## src/rtl/alu_pkg.sv

```systemverilog
// Shared types for the bit-serial ALU: opcodes, FSM states and the helpers
// that decode an opcode into B-inversion and carry-in preset.
package alu_pkg;

    typedef enum logic [2:0] {
        OP_AND  = 3'b000,
        OP_OR   = 3'b001,
        OP_ADD  = 3'b010,
        OP_SLT  = 3'b011,
        OP_XOR  = 3'b100,
        OP_NOR  = 3'b101,
        OP_SUB  = 3'b110,
        OP_SLTU = 3'b111
    } op_e;

    typedef enum logic [1:0] {
        S_IDLE = 2'd0,
        S_RUN  = 2'd1,
        S_DONE = 2'd2
    } state_e;

    function automatic logic is_arith(op_e op);
        return (op == OP_ADD) || (op == OP_SUB) || (op == OP_SLT) || (op == OP_SLTU);
    endfunction

    // Subtract-style ops run as A + ~B + 1, so B inversion and carry-in preset coincide.
    function automatic logic op_binv(op_e op);
        return (op == OP_SUB) || (op == OP_SLT) || (op == OP_SLTU);
    endfunction

    function automatic logic carry_preset(op_e op);
        return op_binv(op);
    endfunction

endpackage

```

## src/rtl/alu_digit.sv

```systemverilog
// Combinational DIGIT-bit ALU slice: ripple adder plus bitwise logic ops.
module alu_digit
    import alu_pkg::*;
#(
    parameter int DIGIT = 1
) (
    input  logic [DIGIT-1:0] a,
    input  logic [DIGIT-1:0] b,
    input  logic             binv,
    input  logic             cin,
    input  op_e              op,
    output logic [DIGIT-1:0] y,
    output logic             cout,
    output logic             c_msb_in
);

    logic [DIGIT:0]   c;
    logic [DIGIT-1:0] bx;
    logic [DIGIT-1:0] sum;

    always_comb begin
        bx   = b ^ {DIGIT{binv}};
        c    = '0;
        c[0] = cin;
        sum  = '0;
        for (int i = 0; i < DIGIT; i++) begin
            sum[i]   = a[i] ^ bx[i] ^ c[i];
            c[i+1]   = (a[i] & bx[i]) | (c[i] & (a[i] ^ bx[i]));
        end
    end

    always_comb begin
        y = sum;
        case (op)
            OP_AND:  y = a & b;
            OP_OR:   y = a | b;
            OP_XOR:  y = a ^ b;
            OP_NOR:  y = ~(a | b);
            default: y = sum;
        endcase
    end

    assign cout     = c[DIGIT];
    assign c_msb_in = c[DIGIT-1];

endmodule

```

## src/rtl/alu_serial.sv

```systemverilog
// Digit-serial ALU: operands shift through one DIGIT slice per clock, LSB
// first; result and flags are registered and handed off by valid/ready.
module alu_serial
    import alu_pkg::*;
#(
    parameter int WIDTH = 8,
    parameter int DIGIT = 1
) (
    input  logic             clock,
    input  logic             reset_n,
    input  logic             in_valid,
    output logic             in_ready,
    input  logic [WIDTH-1:0] in_a,
    input  logic [WIDTH-1:0] in_b,
    input  logic [2:0]       in_op,
    output logic             out_valid,
    input  logic             out_ready,
    output logic [WIDTH-1:0] result,
    output logic             flag_zero,
    output logic             flag_carry,
    output logic             flag_ovf
);

    localparam int STEPS = WIDTH / DIGIT;
    localparam int CW    = $clog2(STEPS + 1);

    state_e           state_q, state_d;
    op_e              op_q, op_d;
    logic [WIDTH-1:0] a_q, a_d, b_q, b_d, res_q, res_d;
    logic [CW-1:0]    cnt_q, cnt_d;
    logic             carry_q, carry_d;
    logic             out_valid_q, out_valid_d;
    logic [WIDTH-1:0] result_q, result_d;
    logic             zero_q, zero_d, cflag_q, cflag_d, ovf_q, ovf_d;

    logic [DIGIT-1:0]       y;
    logic                   cout, c_msb_in;
    logic [WIDTH+DIGIT-1:0] cat;
    logic [WIDTH-1:0]       shifted, final_res;
    logic                   last;

    alu_digit #(.DIGIT(DIGIT)) u_digit (
        .a        (a_q[DIGIT-1:0]),
        .b        (b_q[DIGIT-1:0]),
        .binv     (op_binv(op_q)),
        .cin      (carry_q),
        .op       (op_q),
        .y        (y),
        .cout     (cout),
        .c_msb_in (c_msb_in)
    );

    always_comb begin
        cat       = {y, res_q};
        shifted   = cat[WIDTH+DIGIT-1:DIGIT];
        last      = (cnt_q == CW'(STEPS - 1));
        final_res = shifted;
        // Compares collapse to a single flag bit computed on the MSB slice.
        if (op_q == OP_SLT) begin
            final_res    = '0;
            final_res[0] = y[DIGIT-1] ^ (c_msb_in ^ cout);
        end else if (op_q == OP_SLTU) begin
            final_res    = '0;
            final_res[0] = ~cout;
        end
    end

    always_comb begin
        state_d     = state_q;
        op_d        = op_q;
        a_d         = a_q;
        b_d         = b_q;
        res_d       = res_q;
        cnt_d       = cnt_q;
        carry_d     = carry_q;
        out_valid_d = out_valid_q;
        result_d    = result_q;
        zero_d      = zero_q;
        cflag_d     = cflag_q;
        ovf_d       = ovf_q;
        case (state_q)
            S_IDLE: begin
                if (in_valid) begin
                    a_d     = in_a;
                    b_d     = in_b;
                    op_d    = op_e'(in_op);
                    res_d   = '0;
                    cnt_d   = '0;
                    carry_d = carry_preset(op_e'(in_op));
                    state_d = S_RUN;
                end
            end
            S_RUN: begin
                a_d   = a_q >> DIGIT;
                b_d   = b_q >> DIGIT;
                res_d = shifted;
                cnt_d = cnt_q + CW'(1);
                if (is_arith(op_q)) carry_d = cout;
                if (last) begin
                    result_d    = final_res;
                    zero_d      = (final_res == '0);
                    cflag_d     = is_arith(op_q) & cout;
                    ovf_d       = ((op_q == OP_ADD) || (op_q == OP_SUB)) & (c_msb_in ^ cout);
                    out_valid_d = 1'b1;
                    state_d     = S_DONE;
                end
            end
            S_DONE: begin
                if (out_ready) begin
                    out_valid_d = 1'b0;
                    state_d     = S_IDLE;
                end
            end
            default: state_d = S_IDLE;
        endcase
    end

    always_ff @(posedge clock or negedge reset_n) begin
        if (!reset_n) begin
            state_q     <= S_IDLE;
            op_q        <= OP_AND;
            a_q         <= '0;
            b_q         <= '0;
            res_q       <= '0;
            cnt_q       <= '0;
            carry_q     <= 1'b0;
            out_valid_q <= 1'b0;
            result_q    <= '0;
            zero_q      <= 1'b0;
            cflag_q     <= 1'b0;
            ovf_q       <= 1'b0;
        end else begin
            state_q     <= state_d;
            op_q        <= op_d;
            a_q         <= a_d;
            b_q         <= b_d;
            res_q       <= res_d;
            cnt_q       <= cnt_d;
            carry_q     <= carry_d;
            out_valid_q <= out_valid_d;
            result_q    <= result_d;
            zero_q      <= zero_d;
            cflag_q     <= cflag_d;
            ovf_q       <= ovf_d;
        end
    end

    assign in_ready   = (state_q == S_IDLE);
    assign out_valid  = out_valid_q;
    assign result     = result_q;
    assign flag_zero  = zero_q;
    assign flag_carry = cflag_q;
    assign flag_ovf   = ovf_q;

endmodule

```

## config.mk

```make
export PLATFORM = sky130hd
export DESIGN_NAME = alu_serial
export DESIGN_NICKNAME = d
export VERILOG_FILES = /design/src/rtl/alu_pkg.sv /design/src/rtl/alu_digit.sv /design/src/rtl/alu_serial.sv
export SDC_FILE = /design/constraint.sdc
export NUM_CORES = 1
export LEC_CHECK = 0
export BUFFER_PORTS_ARGS = -buffer_cell sky130_fd_sc_hd__buf_2
export CORE_MARGIN = 1
export CORE_UTILIZATION = 45
export DETAILED_ROUTE_END_ITERATION = 8
export GPL_TIMING_DRIVEN = 0
export HOLD_SLACK_MARGIN = 0.05
export PLACE_DENSITY = 0.75
export SYNTH_ARGS = -nofsm -noshare
export SYNTH_HDL_FRONTEND = slang
export SYNTH_SLANG_ARGS = --single-unit
```

## constraint.sdc

```tcl
create_clock -name clock -period 6.5 [get_ports clock]
set_clock_uncertainty 0.1 [all_clocks]
set_input_delay 0 -clock clock [delete_from_list [all_inputs] [get_ports clock]]
set_output_delay 0 -clock clock [all_outputs]
set_load 0.02 [all_outputs]
```

==> impl_metrics.yaml, run 1 <==
synth:
  synthArstFlopShare: 1.00
  synth.cell_area_um2: 2060
  ys_seq_area_frac: 0.545
  synth_warnings: 0
  synth_edf_count: 0
  synthTopCellsByCount: "dfrtp_1, nand2_1, o21ai_0"
  synth_area_leaders: "dfrtp_1, mux2i_1, nand2_1, o21ai_0, a22o_1"
  ys.flop_type: "dfrtp_1"
  synth_most_common_cell: "dfrtp_1"
  yosys.area.top_type: "dfrtp_1"
  syn-num-nets: 232
  synth_seq_cells: 45
  yosys.cell_types.count: 36
  avgSynthCellArea_um2: 10.1
  synth.top_cell.area_share: 0.545
  synth_cells: 205
clocking:
  cts.path.max_buffers: 2
  clk_pin_slew_worst_paths_ns: 0.08
  clock-sinks: 45
  insertion_delay_ns: 0.29
  cts_tree: "done"
  cts_buffers: 5
  htreeDepth: 2
  cts_resized: 0
  cts_root_buffer: "clkbuf_8"
timing:
  max_slew_margin: 0.353
  period_minus_slack_ns: 2.41
  setup_tns_ns: 0
  rsz0062_at_grt: "false"
  tightest_slew_ns: 0.971
  setup_viol: 0
  drv_slew: 0
  fmax_ghz: 0.414
  finalHoldViolCount: 0
  post-route-period-util: 0.371
floorplan:
  start_util: 0.471
  die-area_um2: 4860
  die_x_um: 69.7
  rows: 24
  fp.dieH_um: 69.7
  core_um2: 4380
  io_pins: 36
power:
  irDropWorstVdd_uv: 198
  leakagePower_nw: 1.28
  comb_power_share: 0.430
  swShare: 0.397
  clkPwrFrac: 0.150
  power.density_nw_per_um2: 437
  switchingPower_mw: 0.452
  p_int_mw: 0.686
  pwr-share-seq: 0.420
global_routing:
  grt_antenna_before_repair: 0
  grt_pass1_vias: 1653
  grt_max_degree: 46
  grt_pass1_wl_um: 7450
  overflow: 0
  track_usage: 0.192
finish:
  area_growth_pct: 26.0
  design_area_um2: 2600
  layout-drive-gt1-share: 0.172
  diodes: 0
  final_nets: 295
  final_cells: 320
  utilization: 0.593
  num-fill-cells: 388
route:
  vias: 1677
  viasPerCell: 5.24
  drt-total-wl_um: 4220
  ant_nets: 0
  drtIter0Drc: 97
  drt-pass1-iter-count: 4
  drt-wirelength-per-cell_um: 13.2
  drc_errors: 0
critical_path:
  cp_max_fo: 7
  critPathLaunchType: "register"
  cp-end-kind: "register"
  worstPathArrival_ns: 2.50
  crit_required_ns: 6.58
  reg2reg_setup_slack_ns: 4.09
  critical_path_class: "reg2reg"
placed_design:
  port-buffer-count: 35
  dpl_cell_area_um2: 2300
  placed_cells: 292
  place_congestion: 0.791
  dpl.hpwl_um: 2870
run_status:
  status: "finished, final reports clean"
flow_run:
  max_cap_viol_count: 0
worst_hold_path:
  hp-class: "in2reg"
layer usage:
metal / part of all wire / vias up / GRT usage
met2: 0.47 / 32 / 0.317
li1: - / 830 / -
met4: 0.011 / 0 / 0.0600
met3: 0.033 / 6 / 0.0349
met5: 0 / - / 0
met1: 0.48 / 809 / 0.258
per-stage QoR:
step           power [mW]  setup slack [ns]  hold slack [ns]
6_report             1.14              4.09            0.135
5_1_grt              1.24              3.93            0.175
4_1_cts              1.15              4.09            0.139
3_3_place_gp        0.944              4.12            0.110
3_5_place_dp        0.965              4.12            0.112
2_1_floorplan       0.830              4.20           -0.396
cells in the final DEF, fill, tap and decap left out, types with 2 or more instances in the layout:
| master | n |
|---|---|
| dfrtp_1 | 45 |
| nand2_1 | 40 |
| buf_2 | 38 |
| o21ai_0 | 26 |
| dlygate4sd3_1 | 21 |
| mux2i_1 | 15 |
| nor2_1 | 13 |
| clkbuf_1 | 10 |
| a22o_1 | 9 |
| clkbuf_8 | 6 |
| inv_1 | 5 |
| o21ai_1 | 5 |
| a21oi_1 | 5 |
| ha_1 | 3 |
| nand2b_1 | 2 |
| and2_1 | 2 |
| o31ai_1 | 2 |
path summary, 6_finish.rpt:
check                           from        end  cells after the start
max reg2reg                  op_q[0]  flag_zero                      7
min                         in_valid   cnt_q[3]                      4
min reg2reg                result[1]  result[1]                      2
max in group asynchronous    reset_n   cnt_q[2]                      2
min in group asynchronous    reset_n   cnt_q[3]                      2
max                          op_q[0]  flag_zero                      7
sequential cells by signal, summed over array words and instances (netlist names), 2 cells and up:
register / count
cnt_q: 4
state_q: 2
op_q: 3
a_q: 8
b_q: 8
res_q: 7
result: 8
timing repair:
| item | 4_1_cts | 5_1_grt |
|---|---|---|
| hold buffers | 21 | 0 |
| endpoints found under the hold margin | 67 | 0 |
| setup buffers | 0 | 0 |
cell families (layout without fill, tap and decap cells):
family / after synthesis / in the layout / share of synthesized area
simple gates: 64 / 64 / 0.133
compound gates: 56 / 56 / 0.169
flops: 45 / 45 / 0.545
buf+inv: 18 / 81 / 0.0382
mux: 16 / 16 / 0.0782
fa+ha+maj: 4 / 4 / 0.0279
xor+xnor: 2 / 2 / 0.00849
power by group through the flow:
stage	Combinational (mW)	Clock, mW	Sequential [mW]
finish	0.489	0.171	0.478
global route	0.555	0.185	0.497
CTS	0.494	0.174	0.478
detailed placement	0.482	0	0.483
global placement	0.467	0	0.477
floorplan	0.332	0	0.498
worst max-delay path: stages, from the launching register on:
cell and delay (ns):
dfrtp_1 0.38, buf_6 0.13, o21ai_0 0.19, xnor2_1 0.11
fa_1 0.44, xor2_1 0.21, or4b_1 0.50, a41o_1 0.25
cell type report:
cell class / count / area (µm²) / share of cell area
clock buffers: 7 / 86.3 / 0.0332
multi-input cells: 142 / 860 / 0.330
well taps: 52 / 65.1 / 0.0250
repair buffers: 56 / 385 / 0.148
inverters: 5 / 18.8 / 0.00722
plain buffers: 13 / 60.1 / 0.0231
flip-flops and latches: 45 / 1130 / 0.433
No activity file was read; power rests on OpenSTA's default activity.
==> run 2: changes to the inputs <==
- PLACE_DENSITY: 0.75 -> 0.78
- clock period: 6.5 -> 2.1 ns (I/O delays scaled with it)
==> impl_metrics.yaml, run 2 (synthesis results as in run 1) <==
critical_path:
  path_cells: "o21ai_4 -> xnor2_2 -> fa_2 -> xor2_2 -> or4b_4 -> a41o_1"
  crit_slowest_cell: "or4b_4"
  critical_path_class: "reg2reg"
  critPathLaunchType: "register"
  worstPathArrival_ns: 2.32
  rr_worst_depth: 6
  slowest_delay_ns: 0.53
  cp-end-kind: "register"
  cp_max_fo: 3
  crit_required_ns: 2.20
clocking:
  cts_root_buffer: "clkbuf_8"
  clock-sinks: 45
  htreeDepth: 2
  clk_pin_slew_worst_paths_ns: 0.09
  cts_tree: "done"
  cts.path.max_buffers: 2
  cts_buffers: 5
  insertion_delay_ns: 0.30
timing:
  tightest_slew_ns: 0.986
  drv_slew: 0
  post-route-period-util: 1.06
  rsz0062_at_grt: "true"
  setup_ws_ns: -0.120
  max_slew_margin: 0.343
  setup_viol: 2
  fmax_ghz: 0.450
  period_minus_slack_ns: 2.22
  finalHoldViolCount: 0
run_status:
  violations: "negative setup slack"
  status: "finished with violations"
placed_design:
  dpl_cell_area_um2: 2310
  port-buffer-count: 35
  place_ws_ns: -0.190
  place_congestion: 0.771
  placed_cells: 292
  dpl.hpwl_um: 2920
floorplan:
  start_util: 0.471
  io_pins: 36
  core_um2: 4380
  fp.dieH_um: 69.7
  rows: 24
  die-area_um2: 4860
  die_x_um: 69.7
power:
  irDropWorstVdd_uv: 657
  power.total_mw: 3.79
  pwr-share-seq: 0.394
  p_int_mw: 2.25
  leakagePower_nw: 1.32
  clkPwrFrac: 0.147
  comb_power_share: 0.460
  switchingPower_mw: 1.54
  power.density_nw_per_um2: 1410
  swShare: 0.406
route:
  drt-pass1-iter-count: 4
  drt-total-wl_um: 4500
  ant_nets: 0
  viasPerCell: 5.26
  drt-wirelength-per-cell_um: 13.8
  vias: 1719
  drc_errors: 0
  drtIter0Drc: 107
finish:
  final_common_cell: "dfrtp_1"
  utilization: 0.613
  area_growth_pct: 30.2
  layout-drive-gt1-share: 0.229
  final_nets: 301
  diodes: 0
  layout_common_cells: "dfrtp_1, nand2_1, buf_2"
  final_cells: 327
  design_area_um2: 2690
global_routing:
  grt_pass1_vias: 1710
  grt_max_degree: 46
  overflow: 0
  grt_pass1_wl_um: 7810
  track_usage: 0.203
  grt_antenna_before_repair: 0
worst_hold_path:
  hp-class: "in2reg"
  whs_path_depth: 4
flow_run:
  max_cap_viol_count: 0
-- run 2: cell count changes in the layout (fill, tap and decap cells not counted), sizes merged --
cell      change
clkbuf        -2
inv           +2
buf           +6
clkinvlp      +1
-- run 2: power by group through the flow --
| stage | combinational, mW | clock (mW) | sequential [mW] |
|---|---|---|---|
| 2_1_floorplan | 1.04 | 0 | 1.55 |
| 3_3_place_gp | 1.46 | 0 | 1.48 |
| 3_5_place_dp | 1.50 | 0 | 1.50 |
| 4_1_cts | 1.67 | 0.569 | 1.50 |
| 5_1_grt | 1.97 | 0.599 | 1.55 |
| 6_report | 1.74 | 0.556 | 1.49 |
-- run 2: cell type report --
type                            instances  area, µm²
Multi-Input combinational cell        142        895
Tap cell                               52       65.1
Sequential cell                        45       1130
Fill cell                             388       1700
Inverter                                5       18.8
Timing Repair Buffer                   63        438
Buffer                                 12       50.0
Clock buffer                            5       68.8
Clock inverter                          3       25.0
-- run 2: worst paths after layout --
| path | endpoint | slack [ns] | startpoint |
|---|---|---|---|
| max | flag_zero | -0.12 | op_q[2] |
| min | cnt_q[3] | 0.12 | in_valid |
| max reg2reg | flag_zero | -0.12 | op_q[2] |
| min reg2reg | result[7] | 0.38 | result[7] |
| max in group asynchronous | op_q[2] | 0.95 | reset_n |
| min in group asynchronous | flag_ovf | 0.29 | reset_n |
-- run 2: metrics by stage --
stage | hold slack, ns | setup TNS (ns)
3_3_place_gp | 0.109 | -0.242
5_1_grt | 0.173 | -0.250
3_5_place_dp | 0.117 | -0.279
2_1_floorplan | -0.396 | -0.108
4_1_cts | 0.129 | -0.214
6_report | 0.124 | -0.134
-- run 2: critical path: cells and delay by family, from the launching register on --
family,cells,cell delay (ns)
xor+xnor,2,0.24
fa+ha+maj,1,0.37
flops,1,0.45
compound gates,2,0.41
simple gates,1,0.53
-- run 2: repair_timing --
action,4_1_cts,5_1_grt
setup endpoints to repair,2,3
gates resized for setup,5,4
pin swaps,3,2
gates cloned,0,0
setup buffers,3,4
endpoints found under the hold margin,67,0
hold buffers,21,0
-- run 2: per-layer routing --
metal / up-vias / routed length [µm] / global-route usage
met1: 828 / 2040 / 0.273
met5: - / 0 / 0
met4: 0 / 38 / 0.0533
met2: 36 / 2280 / 0.341
met3: 6 / 143 / 0.0363
li1: 849 / - / -
==> run 3: changes to the inputs <==
- CORE_UTILIZATION: 45 -> 49
- PLACE_DENSITY: 0.78 -> 0.83
==> impl_metrics.yaml, run 3 (synthesis results as in run 1) <==
global_routing:
  grt_pass1_vias: 1733
  grt_pass1_wl_um: 8010
  overflow: 0
  grt_max_degree: 46
  track_usage: 0.246
  grt_antenna_before_repair: 0
finish:
  final_common_cell: "dfrtp_1"
  final_nets: 299
  layout-drive-gt1-share: 0.223
  utilization: 0.675
  area_growth_pct: 31.7
  seqCellArea_um2: 1130
  num-fill-cells: 326
  layout_common_cells: "dfrtp_1, nand2_1, buf_2"
  diodes: 0
  final_cells: 323
  multi_input_area_um2: 895
critical_path:
  critical_path_class: "reg2reg"
  cp-end-kind: "register"
  crit_slowest_cell: "or4b_4"
  slowest_delay_ns: 0.55
  reg2reg_from: "op_q[0]"
  cp_max_fo: 2
  crit_required_ns: 2.20
  reg2reg_to: "flag_zero"
  reg2reg_setup_slack_ns: -0.16
  rr_worst_depth: 7
  worstPathArrival_ns: 2.36
  path_cells: "buf_6 -> o21ai_4 -> xnor2_2 -> fa_2 -> xor2_2 -> or4b_4 -> a41o_1"
  critPathLaunchType: "register"
placed_design:
  place_congestion: 0.791
  placed_cells: 290
  port-buffer-count: 35
  dpl.hpwl_um: 2880
timing:
  setup_tns_ns: -0.210
  drv_slew: 0
  period_minus_slack_ns: 2.26
  finalHoldViolCount: 0
  rsz0062_at_grt: "true"
  setup_viol: 2
  post-route-period-util: 1.08
  max_slew_margin: 0.352
  setup_ws_ns: -0.165
  fmax_ghz: 0.442
  tightest_slew_ns: 0.972
route:
  drtIter0Drc: 115
  drt-total-wl_um: 4510
  vias: 1739
  drc_errors: 0
  drt-wirelength-per-cell_um: 14.0
  ant_nets: 0
  viasPerCell: 5.38
  drt-pass1-iter-count: 4
floorplan:
  die-area_um2: 4480
  io_pins: 36
  rows: 23
  start_util: 0.512
  die_x_um: 66.9
  fp.dieH_um: 66.9
  core_um2: 4030
clocking:
  cts_buffers: 5
  clock-sinks: 45
  cts_root_buffer: "clkbuf_8"
  clk_pin_slew_worst_paths_ns: 0.09
  cts.path.max_buffers: 2
  cts_tree: "done"
  htreeDepth: 2
  insertion_delay_ns: 0.30
flow_run:
  max_cap_viol_count: 0
power:
  power.total_mw: 4.01
  leakagePower_nw: 1.33
  power.density_nw_per_um2: 1480
  irDropWorstVdd_uv: 670
worst_hold_path:
  hp-class: "in2reg"
  whs_endpoint: "cnt_q[3]"
  hold_path.startpoint: "in_valid"
  whs_path_depth: 4
run_status:
  violations: "negative setup slack"
  status: "finished with violations"
[run 3: cell types whose count changed in the layout (fill, tap and decap cells not counted)]
cell        delta
buf_4          -3
buf_6          +1
bufinv_16      +2
clkinvlp_4     -1
inv_6          -1
[run 3: worst max-delay path by stage]
stage / startpoint / to / slack, ns / cells past startpoint
floorplan: op_q[0] / flag_zero / -0.11 / 7
global placement: op_q[0] / flag_zero / -0.18 / 7
detailed placement: op_q[0] / flag_zero / -0.21 / 7
CTS: op_q[0] / flag_zero / -0.18 / 7
global route: op_q[0] / flag_zero / -0.21 / 7
finish: op_q[0] / flag_zero / -0.16 / 7
[run 3: where the power goes]
part | total, mW | internal (mW) | switching, mW | leakage [nW]
sequential | 1.49 | 1.23 | 0.266 | 0.574
clock | 0.786 | 0.479 | 0.307 | 0.0687
combinational | 1.74 | 0.772 | 0.965 | 0.688
total | 4.01 | 2.48 | 1.54 | 1.33
[run 3: timing repair]
action	CTS	global route
endpoints found under the setup margin	2	4
buffers inserted	4	0
hold buffers	21	0
resized for setup	5	4
endpoints found under the hold margin	67	0
pin swaps	3	2
[run 3: stage by stage]
step	instance area [µm²]	hold WS, ns	worst slack [ns]
4_1_cts	2710	0.132	-0.177
6_report	2720	0.136	-0.165
2_1_floorplan	2070	-0.396	-0.108
3_3_place_gp	2310	0.108	-0.175
3_5_place_dp	2310	0.113	-0.211
5_1_grt	2720	0.166	-0.208
[run 3: layout make-up]
cell class / instances / share of cell area
Buffer: 13 / 0.0225
Clock buffer: 5 / 0.0253
Clock inverter: 3 / 0.0253
Inverter: 5 / 0.00690
Multi-Input combinational cell: 142 / 0.329
Sequential cell: 45 / 0.415
Tap cell: 50 / 0.0230
Timing Repair Buffer: 60 / 0.153
[run 3: routing by layer]
metal,vias to the layer above,global-route usage,wire (µm)
li1,842,-,-
met1,846,0.305,2040
met2,42,0.409,2230
met3,9,0.0531,160
met4,0,0.104,85
met5,-,0,0
[run 3: critical path, delay by kind of cell, from the launching register on]
| family | cells | cell delay (ns) |
|---|---|---|
| AOI/OAI and AO/OA | 2 | 0.39 |
| xor gates and xnor gates | 2 | 0.25 |
| adders and majority gates | 1 | 0.37 |
| and+or+nand+nor | 1 | 0.55 |
| buffers and inverters | 1 | 0.12 |
| DFF | 1 | 0.38 |
